===== src/rtl/matrix_op_sequencer.sv =====
// Matrix calculator control FSM: loads operands A/B into the register
// file, issues one ALU request, then reports result or error status.
module matrix_op_sequencer #(
  parameter  int ELEMS   = 4,
  parameter  int DW      = 8,
  parameter  int TIMEOUT = 16,
  localparam int IW      = $clog2(ELEMS)
) (
  input  logic          clk,
  input  logic          nrst,
  input  logic          clr,
  input  logic          num_valid,
  input  logic [DW-1:0] num_data,
  input  logic          is_op,
  input  logic [2:0]    op_code,
  input  logic          is_enter,
  input  logic          alu_done,
  output logic          wr_en,
  output logic          wr_sel,
  output logic [IW-1:0] wr_idx,
  output logic [DW-1:0] wr_data,
  output logic          alu_start,
  output logic [2:0]    alu_op,
  output logic          busy,
  output logic          result_valid,
  output logic          error,
  output logic [2:0]    state_out
);

  localparam int CW = $clog2(TIMEOUT);

  typedef enum logic [2:0] {
    IDLE       = 3'd0,
    LOAD_A     = 3'd1,
    WAIT_OP    = 3'd2,
    LOAD_B     = 3'd3,
    WAIT_ENTER = 3'd4,
    EXEC       = 3'd5,
    RESULT     = 3'd6,
    ERROR      = 3'd7
  } state_t;

  state_t        state, nstate;
  logic [IW-1:0] idx, nidx;
  logic [CW-1:0] cnt, ncnt;
  logic [2:0]    nop;
  logic          we, wsel, start;
  logic [IW-1:0] widx;
  logic          last;

  assign last = (idx == IW'(ELEMS - 1));

  always_comb begin
    nstate = state;
    nidx   = idx;
    ncnt   = cnt;
    nop    = alu_op;
    we     = 1'b0;
    wsel   = 1'b0;
    widx   = idx;
    start  = 1'b0;
    unique case (state)
      IDLE, RESULT: begin
        if (num_valid) begin
          we     = 1'b1;
          widx   = '0;
          nidx   = IW'(1);
          nstate = LOAD_A;
        end else if (is_enter && state == RESULT) begin
          nstate = IDLE;
        end
      end
      LOAD_A, LOAD_B: begin
        wsel = (state == LOAD_B);
        if (num_valid) begin
          we   = 1'b1;
          nidx = idx + 1'b1;
          if (last) begin
            nidx   = '0;
            nstate = (state == LOAD_A) ? WAIT_OP : WAIT_ENTER;
          end
        end
      end
      WAIT_OP: begin
        if (is_op) begin
          if (op_code == 3'b001 || op_code == 3'b010) begin
            nop    = op_code;
            nstate = LOAD_B;
          end else begin
            nstate = ERROR;
          end
        end
      end
      WAIT_ENTER: begin
        if (is_enter) begin
          start  = 1'b1;
          ncnt   = '0;
          nstate = EXEC;
        end
      end
      EXEC: begin
        // alu_done takes precedence over the final timeout cycle
        if (alu_done) nstate = RESULT;
        else if (cnt == CW'(TIMEOUT - 1)) nstate = ERROR;
        else ncnt = cnt + 1'b1;
      end
      ERROR: ;
      default: nstate = IDLE;
    endcase
    if (clr) begin
      nstate = IDLE;
      nidx   = '0;
      nop    = 3'b000;
      ncnt   = '0;
      we     = 1'b0;
      start  = 1'b0;
    end
  end

  always_ff @(posedge clk or negedge nrst) begin
    if (!nrst) begin
      state        <= IDLE;
      idx          <= '0;
      cnt          <= '0;
      alu_op       <= 3'b000;
      wr_en        <= 1'b0;
      wr_sel       <= 1'b0;
      wr_idx       <= '0;
      wr_data      <= '0;
      alu_start    <= 1'b0;
      busy         <= 1'b0;
      result_valid <= 1'b0;
      error        <= 1'b0;
      state_out    <= 3'd0;
    end else begin
      state        <= nstate;
      idx          <= nidx;
      cnt          <= ncnt;
      alu_op       <= nop;
      wr_en        <= we;
      alu_start    <= start;
      busy         <= (nstate == EXEC);
      result_valid <= (nstate == RESULT);
      error        <= (nstate == ERROR);
      state_out    <= nstate;
      if (we) begin
        wr_sel  <= wsel;
        wr_idx  <= widx;
        wr_data <= num_data;
      end
    end
  end

endmodule


===== config.mk =====
export PLATFORM = sky130hd
export DESIGN_NAME = matrix_op_sequencer
export DESIGN_NICKNAME = d
export VERILOG_FILES = /design/src/rtl/matrix_op_sequencer.sv
export SDC_FILE = /design/constraint.sdc
export NUM_CORES = 1
export LEC_CHECK = 0
export ABC_AREA = 1
export BUFFER_PORTS_ARGS = -buffer_cell sky130_fd_sc_hd__buf_2
export CAP_MARGIN = 20
export CORE_AREA = 2 2 56 58
export CTS_CLUSTER_DIAMETER = 40
export DETAILED_ROUTE_END_ITERATION = 10
export DIE_AREA = 0 0 58 60
export HOLD_SLACK_MARGIN = 0.08
export PLACE_DENSITY_LB_ADDON = 0.3
export SLEW_MARGIN = 20
export SYNTH_ARGS = -nofsm -noshare
export SYNTH_HDL_FRONTEND = slang
export SYNTH_SLANG_ARGS = --single-unit
export TNS_END_PERCENT = 1

===== constraint.sdc =====
create_clock -name clk -period 1.6 [get_ports clk]
set_input_delay 0.16 -clock clk [delete_from_list [all_inputs] [get_ports clk]]
set_output_delay 0.16 -clock clk [all_outputs]
set_load 0.05 [all_outputs]

After elaboration in Yosys (flattened, before gate mapping). Cells that the tools add are included.

Register bits after elaboration: 28. Input port bits: 18. Output and inout port bits: 22. Logic and storage cells: 81.

$add $sub $neg: 2. Equal/unequal tests: 18. Mux-type cells: 35. Reduce and logical (&&, ||, !) cells: 14.

Operator list (count): two-way mux 3 bit (15); == test 3 bit, second input constant (6); two-way mux 4 bit (4); inequality test 3 bit, second input constant (5); case mux 3 bit (5 select lines) (1); two-way mux 2 bit (6); == test 3 x 2 -> 1 bit, second input constant (3); case mux 4 bit (2 select lines) (1); two-way mux 1 bit (7); == test 3 x 1 -> 1 bit, second input constant (2); AND reduction 3 bit (2); nonzero test 2 bit (3); nonzero test 3 bit (2); adder 4 x 1 -> 4 bit, second input constant (1); == test 4 bit, second input constant (1); case mux 2 bit (2 select lines) (1); AND reduction 4 bit (1); OR reduction 2 bit (2); OR reduction 4 bit (1); logical NOT 3 bit (1); adder 2 x 1 -> 2 bit, second input constant (1); == test 2 bit, second input constant (1); logical AND 1 bit (1); logical OR 1 bit (1).

Logic depth before layout (Yosys ltp).
Depth in word-level cells: 7. Depth in mapped cells: 10. Depth with buffers taken out: 9.

Worst setup path before layout. OpenSTA, ideal clock, no wires.

Path type: reg-to-reg. Start point: register state[1]. End point: register wr_idx[0]. Setup time: 134 ps. Arrival time: 1439 ps. Data required time: 1466 ps. Slack: 27 ps. Stages on the path, launching flop included: 9. Buffers on the path: 1. Clock period less this slack: 1573 ps. Path through: dfrtp_1 buf_6 nand2_1 nand2_1 nand3_4 nor2_4 inv_2 nand2_1 o31ai_1.

Cells in the longest elaborated chain, start to end: 4. Elaborated cells on any way between the ends: 9. Classes of those cells: eq/ne: 3; mux: 3; reduce/logical: 3.

RTL lines: start, declared (line 43) `state_t state, nstate;`; start signal, assigned (line 136) `state <= nstate;`; == test 3 bit, or another cell as far along (line 62) `unique case (state)`; OR reduction 4 bit (no line); two-way mux 1 bit; two-way mux 1 bit (line 110) `if (clr) begin`; end signal, assigned (line 148) `wr_idx <= widx;`; end, declared (line 20) `output logic [IW-1:0] wr_idx,`.

Several ways; a longest one is shown, not always the timed one. A chain may end at the register's enable or synchronous reset.

Worst setup path after layout.
Start point: register state[0]. End point: register wr_idx[1].

The elaborated chain is that of the path after synthesis.

==> impl_metrics.json <==
{
  "holdPathEnd": "alu_op[0]$_DFFE_PN0P_",
  "wire_per_inst_um": 11.1,
  "max-vdd-ir-drop_mv": 0.615,
  "drv_cap": 0,
  "post_synth_main_area_contributors": "sky130_fd_sc_hd__dfrtp_1 (51%), sky130_fd_sc_hd__nand2_1 (15%), sky130_fd_sc_hd__nor2_1 (6.3%), sky130_fd_sc_hd__nand3_1 (5.8%), sky130_fd_sc_hd__inv_1 (5.2%)",
  "launching_element_of_the_worst_setup_path": "state[0]$_DFF_PN0_",
  "net_count_final": 248,
  "crit_path_top_delay_cell": "sky130_fd_sc_hd__dfrtp_1",
  "setup_viol": 0,
  "post-route-cell-area_sq_um": 1770,
  "routed_wirelength_um": 2890,
  "clk_pin_slew_worst_paths_ns": 0.15,
  "synthArstFlopShare": 1.00,
  "drt_iter0_drc": 47,
  "path_cells": "inv_2 -> nand2_1 -> nand2_1 -> nand3_4 -> nor2_4 -> buf_4 -> nand2_1 -> nand2_1",
  "die_y_um": 60,
  "timing.critical_path.fanout_max": 10,
  "synth_top_area_cell": "sky130_fd_sc_hd__dfrtp_1",
  "antenna_violating_nets_post_route": 0,
  "multiInputGateArea_sq_um": 563,
  "synth.avg_cell_area_sq_um": 7.93,
  "cp_data_required_time_ns": 1.88,
  "worst_r2r_endpoint": "wr_idx[1]$_DFFE_PN0P_",
  "max-clock-path-buffers": 2,
  "ys_seq_area_frac": 0.510,
  "netlist.area_leader.share": 0.510,
  "num_io_pins": 40,
  "min-delay-start": "op_code[0]",
  "post_route_clock_period_utilization": 0.892,
  "syn_to_final_growth_pct": 29.0,
  "critPathTopFamily": "simple AND/OR/NAND/NOR gates",
  "clock-skew-final_ns": 0.00302,
  "hold_violations": 0,
  "first_pass_iters": 4,
  "core.rowCount": 20,
  "dp_hpwl_um": 2120,
  "numCtsBuffers": 3,
  "dieArea_sq_um": 3480,
  "layout.area.seq_sq_um": 703,
  "worstSetupEndpointType": "flop",
  "critical_path_buf_inv_count": 2,
  "cellLeakagePower_nw": 0.984,
  "fillCellCount": 270,
  "remaining_max_slew_budget_at_the_tightest_pin": 0.609,
  "dpl-instance-area_sq_um": 1610,
  "antenna_found_initial": 0,
  "fmax_ghz": 0.700,
  "synth_commonest_cells": "sky130_fd_sc_hd__nand2_1 (54), sky130_fd_sc_hd__dfrtp_1 (28), sky130_fd_sc_hd__nor2_1 (23)",
  "worstMarginPinSlew_ns": 0.587,
  "path_common_cell": "sky130_fd_sc_hd__nand2_1",
  "mapped_area_sq_um": 1370,
  "synth-seq-cells": 28,
  "route.detailed.drc": 0,
  "net_count_synth": 193,
  "routabilityCongestion": 0.861,
  "later_pin_clock_latency_in_the_skew_report_ns": 0.33,
  "critPathMaxStageDelay_ns": 0.50,
  "yosys_most_used_dff": "sky130_fd_sc_hd__dfrtp_1",
  "tritoncts_clock_tree": "built",
  "r2r-start": "state[0]$_DFF_PN0_",
  "post-layout-total-power_mw": 1.62,
  "grt_pass1_wl_um": 4890,
  "yosys.cell_count.top_type": "sky130_fd_sc_hd__nand2_1",
  "start_util": 0.473,
  "core_area_sq_um": 2900,
  "criticalPathCategory": "flop to flop",
  "grt-ovfl-total": 0,
  "h-tree-depth": 1,
  "antenna_cells": 0,
  "synthesis.yosys.warnings": 0,
  "groute.usage.overall": 0.184,
  "final.min_clock_period_ns": 1.43,
  "route.vias.total": 1235,
  "root_buf_cell": "sky130_fd_sc_hd__clkbuf_4",
  "synthCells": 173,
  "die_width_um": 58,
  "clock_sink_count": 28,
  "grt_start_max_net_pins": 29,
  "power_per_cell_area_nw_per_um2": 917,
  "grt_pass1_vias": 1163,
  "instances_no_fill": 260,
  "finalSetupTns_ns": 0,
  "avgViaCountPerCell": 4.75,
  "timing.reg2reg.worst_path_depth": 8,
  "ff2ff_setup_slack_ns": 0.17,
  "rsz_0062_raised_after_global_routing": "no",
  "timing.hold.worst.class": "input port to flop",
  "startpoint_type": "flop",
  "post_route_cells_drive_above_1_share": 0.242,
  "synthDistinctLibCells": 22,
  "run_status": "completed",
  "maxSlewViolCount": 0,
  "placed_cells": 245,
  "worst_ep_arrival_time_ns": 1.71,
  "hold_depth": 3,
  "port-buffer-count": 39,
  "synth-edff-count": 0
}
## power by group
part	switching (mW)	leakage, nW	internal [mW]
Combinational	0.269	0.587	0.108
Clock	0.211	0.0279	0.253
Sequential	0.0283	0.369	0.753
## worst reg2reg max path, stage by stage, from the launching register on
cell and delay [ns]:
sky130_fd_sc_hd__dfrtp_1 0.50, sky130_fd_sc_hd__inv_2 0.12, sky130_fd_sc_hd__nand2_1 0.05, sky130_fd_sc_hd__nand2_1 0.13
sky130_fd_sc_hd__nand3_4 0.12, sky130_fd_sc_hd__nor2_4 0.15, sky130_fd_sc_hd__buf_4 0.19, sky130_fd_sc_hd__nand2_1 0.07
sky130_fd_sc_hd__nand2_1 0.06
## cells by family (layout without fill, tap and decap cells)
kind of cell,after synthesis,after routing,share of synthesized area
xor gates and xnor gates,1,1,0.00638
AOI/OAI and AO/OA,17,17,0.0675
and+or+nand+nor,100,100,0.318
adders and majority gates,2,2,0.0182
DFF,28,28,0.510
buffers and inverters,25,79,0.0793
## state kept, by name, indices dropped and copies added (netlist names)
name,cells
wr_data,8
cnt,4
alu_op,3
state,3
idx,2
wr_idx,2
alu_start,1
busy,1
error,1
result_valid,1
wr_en,1
wr_sel,1
## through the flow
step                      hold slack [ns]   util  setup slack, ns
after floorplan                    -0.136      -           0.0275
after global placement              0.202  0.553            0.176
after detailed placement            0.209  0.553            0.173
after CTS                          0.0818  0.609            0.157
after global routing                0.104  0.610           0.0443
final                              0.0916  0.610            0.172
## worst max path at each step
stage                            endpoint  slack [ns]  cells past startpoint
finish              wr_idx[1]$_DFFE_PN0P_        0.17                      8
global route        alu_op[1]$_DFFE_PN0P_        0.04                      6
CTS                 wr_idx[1]$_DFFE_PN0P_        0.16                      8
detailed placement     cnt[1]$_DFFE_PN0P_        0.17                      9
global placement    wr_idx[0]$_DFFE_PN0P_        0.18                      8
floorplan           wr_idx[0]$_DFFE_PN0P_        0.03                      8
## what timing repair did
action,4_1_cts,5_1_grt
endpoints found under the hold margin,38,0
gates resized for setup,0,2
setup endpoints to repair,0,4
hold buffers,11,0
buffers inserted,0,0
## metal layers
layer / global-route usage / up-vias / share of wire
li1: - / 648 / -
met1: 0.254 / 548 / 0.48
met2: 0.304 / 37 / 0.46
met3: 0.0303 / 2 / 0.053
met4: 0.0498 / 0 / 0.0031
met5: 0 / - / 0
## layout make-up
class | count | share of cell area
sequential | 28 | 0.397
multi-input combinational | 120 | 0.318
timing repair buffer | 53 | 0.185
inverter | 22 | 0.0466
tap | 33 | 0.0233
clock inverter | 1 | 0.0170
clock buffer | 3 | 0.0127
## placed cells by master (no fill, tap or decap), types with 2 or more instances in the layout
cell type,count
sky130_fd_sc_hd__nand3_1,16
sky130_fd_sc_hd__dfrtp_2,2
sky130_fd_sc_hd__clkbuf_4,3
sky130_fd_sc_hd__nand2_1,54
sky130_fd_sc_hd__nand3_2,2
sky130_fd_sc_hd__inv_2,3
sky130_fd_sc_hd__o21ai_0,9
sky130_fd_sc_hd__dfrtp_1,26
sky130_fd_sc_hd__inv_1,19
sky130_fd_sc_hd__buf_4,3
sky130_fd_sc_hd__nor2_1,23
sky130_fd_sc_hd__ha_1,2
sky130_fd_sc_hd__a21oi_1,4
sky130_fd_sc_hd__dlygate4sd3_1,11
sky130_fd_sc_hd__buf_2,39
No activity file was read; power rests on OpenSTA's default activity.
